--- config.mk ---
export PLATFORM = sky130hd
export DESIGN_NAME = inport
export DESIGN_NICKNAME = d
export VERILOG_FILES = /design/src/rtl/inport_pkg.sv /design/src/rtl/inport_sync.sv /design/src/rtl/inport.sv
export SDC_FILE = /design/constraint.sdc
export NUM_CORES = 1
export LEC_CHECK = 0
export BUFFER_PORTS_ARGS = -buffer_cell sky130_fd_sc_hd__buf_2
export CAP_MARGIN = 15
export CORE_ASPECT_RATIO = 1.25
export CORE_MARGIN = 4
export CORE_UTILIZATION = 40
export DETAILED_ROUTE_END_ITERATION = 8
export PLACE_DENSITY = 0.71
export SYNTH_ARGS = -nofsm -noshare
export SYNTH_HDL_FRONTEND = slang
export SYNTH_HIERARCHICAL = 1
export SYNTH_SLANG_ARGS = --single-unit
export TNS_END_PERCENT = 10
--- constraint.sdc ---
create_clock -name clk -period 0.8 [get_ports clk]
set_input_delay 0.08 -clock clk [delete_from_list [all_inputs] [get_ports clk]]
set_output_delay 0.08 -clock clk [all_outputs]
set_load 0.02 [all_outputs]
--- src/rtl/inport_pkg.sv ---
// Shared constants, flag record and flag-update rule for the inport block.
package inport_pkg;

  localparam int INPORT_WIDTH_DEFAULT = 32;
  localparam int INPORT_SYNC_STAGES   = 2;
  localparam logic [INPORT_WIDTH_DEFAULT-1:0] INPORT_RESET_VALUE = '0;

  // Handshake status kept alongside the captured value.
  typedef struct packed {
    logic valid;    // Q holds a capture the consumer has not acknowledged
    logic overrun;  // sticky: a capture replaced an unacknowledged value
  } inport_flags_t;

  // Next flag state for one clock, given whether a capture happens and
  // whether the consumer acknowledges in the same cycle. A capture always
  // wins over an acknowledge, so new data is never reported as consumed.
  function automatic inport_flags_t inport_next_flags(
    input inport_flags_t cur,
    input logic          capture,
    input logic          rd
  );
    inport_flags_t nxt;
    nxt = cur;
    if (capture && cur.valid && !rd) begin
      nxt.overrun = 1'b1;
    end
    if (capture) begin
      nxt.valid = 1'b1;
    end else if (rd) begin
      nxt.valid = 1'b0;
    end
    return nxt;
  endfunction

endpackage

--- src/rtl/inport_sync.sv ---
// Flop chain synchronizer: STAGES registers deep, WIDTH bits wide, cleared
// asynchronously to zero. Used on the external strobe/data pins when the
// port is driven from another clock domain.
module inport_sync #(
  parameter int WIDTH  = 1,
  parameter int STAGES = 2
) (
  input  logic             clk,
  input  logic             rst_n,
  input  logic [WIDTH-1:0] din,
  output logic [WIDTH-1:0] dout
);

  logic [WIDTH-1:0] chain [STAGES];

  // Shift the input through the chain; reset empties every stage.
  // NOTE: every stage is reset, not just the last one, so no stale pre-reset
  // sample can ripple out as a phantom capture after reset is released.
  always_ff @(posedge clk or negedge rst_n) begin
    if (!rst_n) begin
      for (int i = 0; i < STAGES; i++) begin
        chain[i] <= '0;
      end
    end else begin
      // NOTE: non-blocking assignments make every stage sample the old value
      // of its neighbour, giving a true shift instead of a pass-through.
      chain[0] <= din;
      for (int i = 1; i < STAGES; i++) begin
        chain[i] <= chain[i-1];
      end
    end
  end

  assign dout = chain[STAGES-1];

endmodule

--- src/rtl/inport.sv ---
// Registered input port with valid/overrun handshake.
// Captures D into Q on every clock where strobe is high; valid marks an
// unacknowledged capture, overrun is a sticky flag for lost data.
// Build option: define INPORT_SYNC_EN to route strobe and D through an
// INPORT_SYNC_STAGES-deep synchronizer (latency becomes stages+1 clocks).
// The parent should tie rd to 0 when there is no consumer acknowledge.
module inport
  import inport_pkg::*;
#(
  parameter int               WIDTH       = INPORT_WIDTH_DEFAULT,
  parameter logic [WIDTH-1:0] RESET_VALUE = WIDTH'(INPORT_RESET_VALUE)
) (
  input  logic             clr,
  input  logic             clk,
  input  logic             strobe,
  input  logic [WIDTH-1:0] D,
  output logic [WIDTH-1:0] Q,
  input  logic             rd,
  output logic             valid,
  output logic             overrun
);

  logic             s_e;
  logic [WIDTH-1:0] d_e;

`ifdef INPORT_SYNC_EN
  logic [WIDTH:0] sync_out;

  // Strobe and data share one chain so they stay aligned cycle for cycle.
  inport_sync #(
    .WIDTH  (WIDTH + 1),
    .STAGES (INPORT_SYNC_STAGES)
  ) u_sync (
    .clk   (clk),
    .rst_n (clr),
    .din   ({strobe, D}),
    .dout  (sync_out)
  );

  assign s_e = sync_out[WIDTH];
  assign d_e = sync_out[WIDTH-1:0];
`else
  assign s_e = strobe;
  assign d_e = D;
`endif

  inport_flags_t    flags;
  inport_flags_t    flags_next;
  logic [WIDTH-1:0] q_next;

  // Next-state: load on capture, otherwise hold; flags follow the shared rule.
  // NOTE: each output of an always_comb gets a value on every path (here a
  // single unconditional expression), which is what keeps latches out.
  always_comb begin
    q_next     = s_e ? d_e : Q;
    flags_next = inport_next_flags(flags, s_e, rd);
  end

  // State registers; Q comes straight from these flops, never from D.
  always_ff @(posedge clk or negedge clr) begin
    if (!clr) begin
      Q     <= RESET_VALUE;
      flags <= '0;
    end else begin
      Q     <= q_next;
      flags <= flags_next;
    end
  end

  assign valid   = flags.valid;
  assign overrun = flags.overrun;

endmodule

==> flow_summary_export.csv <==
group,metric,value,unit
global_route,grt_pass1_vias,1015,
floorplan,die_w,61.1,um
floorplan,rows,23,
outcome,outcome,"finished with violations",
finish,fill_cells,260,
power_and_ir_drop,power.density,2100,mW/mm2
route,drc,0,
floorplan,initial_core_util,42.5,%
timing,drv_slew,0,
finish,drive_above_1_share,96.7,%
route,wl_per_cell,15.7,um
route,vias_per_cell,4.74,
synthesis,ys_types,8,
power_and_ir_drop,ir_drop,1.48,mV
placement,gp_congestion,0.712,
global_route,grt_max_degree,35,
run,drv_cap,0,
finish,fin_nets,188,
timing,hold_violations,0,
clock_network,clock_latency,270,ps
timing,rsz0062_at_grt,"yes",
clock_network,cts_max_level,2,
clock_network,cts_root_buf,"clkbuf_8",
synthesis,synth_warnings,6,
timing,min_period,920,ps
power_and_ir_drop,power,4.53,mW
global_route,grtUsageTotal,14.0,%
placement,port_buffers,69,
timing,whs,33.4,ps
floorplan,pin_count,70,
worst_setup_path,r2r-start,"Q[30]",
worst_setup_path,rr_endpoint,"Q[30]",
worst_setup_path,crit_start,"Q[30]",
route,wl,2.99,mm
global_route,grt.overflow.total,0,
worst_setup_path,rr_worst_depth,2,
clock_network,clock_path_buffers,2,
clock_network,clk_pin_slew,70,ps
clock_network,clock_sinks,34,
timing,slew_headroom,87.7,%
worst_setup_path,crit_end,"Q[30]",
worst_setup_path,start_kind,"flop",
global_route,antenna_found_initial,0,
finish,area_growth,53.0,%
synthesis,syn_inst,73,
synthesis,synth_seq_area_share,60.4,%
route,ant_nets,0,
placement,pre_cts_ws,-74.3,ps
timing,fin_crit_sh,115,%
timing,max_freq,1.09,GHz
timing,finalSetupTns,-3710,ps
synthesis,netlist.area_leader.share,60.4,%
synthesis,synth_area_leaders,"dfrtp_1, mux2_4, buf_12, mux2_2, buf_6",
worst_setup_path,crit_type,"flop to flop",
placement,hpwl,2.19,mm
floorplan,core,0.00331,mm2
timing,setup_ws,-120,ps
finish,n_antenna_cell,0,
floorplan,die_h,74.3,um
outcome,violations,"setup timing",
synthesis,syn-num-nets,109,
worst_setup_path,crit_path_max_fanout,2,
timing,finClkSkew,1.14,ps
synthesis,syn-cell-area,0.00141,mm2
worst_setup_path,r2r_slack,-120,ps
route,vias,900,
worst_setup_path,crit_arrival,1080,ps
hold_path,hp-class,"input pin to flop",
finish,final_common_cell,"buf_2",
finish,final_core_util,65.1,%
synthesis,postSynthRegisterBits,34,
power_and_ir_drop,power_leakage,1.06,nW
timing,tightest_slew,184,ps
timing,setup_viol,39,
floorplan,dieArea,0.00454,mm2
clock_network,cts_buffers,5,
finish,layout_common_cells,"buf_2, dfrtp_2, buf_6, mux2_4, clkbuf_8",
worst_setup_path,cp_data_required_time,960,ps
worst_setup_path,end_kind,"flop",
clock_network,cts_tree,"yes",
synthesis,avgSynthCellArea,19.3,um2
route,firstDrtPassIters,2,
global_route,grt_pass1_wl,4.64,mm
synthesis,synth_top_area_cell,"dfrtp_1",
route,drt_iter0_markers,22,
[final cells by class]
class,count,area (um2),share of cell area (%)
sequential,34,891,41.4
timing repair buffer,76,621,28.8
multi-input combinational,34,482,22.4
clock buffer,8,110,5.11
tap,37,46.3,2.15
inverter,1,3.75,0.174
[layer usage]
layer | GRT usage (%) | up-vias | share of wire, %
li1 | - | 410 | -
met1 | 16.2 | 449 | 37
met2 | 24.0 | 35 | 55
met3 | 2.60 | 6 | 5.8
met4 | 7.23 | 0 | 1.8
met5 | 0 | - | 0
[how the worst min path moves through the flow]
| stage | start | to | slack, ps | depth (start not counted) |
|---|---|---|---|---|
| 6_report | D[9] | Q[9] | 30 | 2 |
| 5_1_grt | D[14] | Q[14] | 20 | 2 |
| 4_1_cts | D[22] | Q[22] | 20 | 2 |
| 3_5_place_dp | clr | Q[9] | 60 | 2 |
| 3_3_place_gp | clr | Q[4] | 50 | 2 |
| 2_1_floorplan | clr | Q[0] | -220 | 0 |
[through the flow]
step / instance area, um2 / instances
final: 2150 / 190
after global routing: 2150 / 190
after CTS: 2090 / 190
after detailed placement: 1830 / 178
after global placement: 1830 / 178
after floorplan: 1450 / 73
[cell families after synthesis]
logic type      count (synthesis)  share of synthesized area [%]
compound gates                  2                           1.16
buf+inv                         5                           5.33
mux                            32                           33.1
flops                          34                           60.4
[sequential cells by signal, summed over array words and instances (netlist names)]
register,flops
valid,1
overrun,1
Q,32
[Yosys cell counts]
cell type and instances:
inv_1 1, dfrtp_1 34, mux2_4 28, buf_6 1, a31o_2 1, buf_12 3
a21o_1 1, mux2_2 4
[where the power goes]
group	internal [mW]	leakage (nW)	switching [mW]
logic	0.616	0.639	0.436
clock network	0.868	0.0575	0.572
registers	1.92	0.362	0.125
[critical path, cell delays in order (launching register included)]
cell and delay [ps]:
dfrtp_2 420, buf_4 130, mux2_4 250
[repair_timing]
item,4_1_cts,5_1_grt
resized for setup,37,21
endpoints found under the hold margin,34,0
hold buffers,1,0
endpoints found under the setup margin,35,49
buffers inserted,3,0
Power figures use the tool's default switching activity.
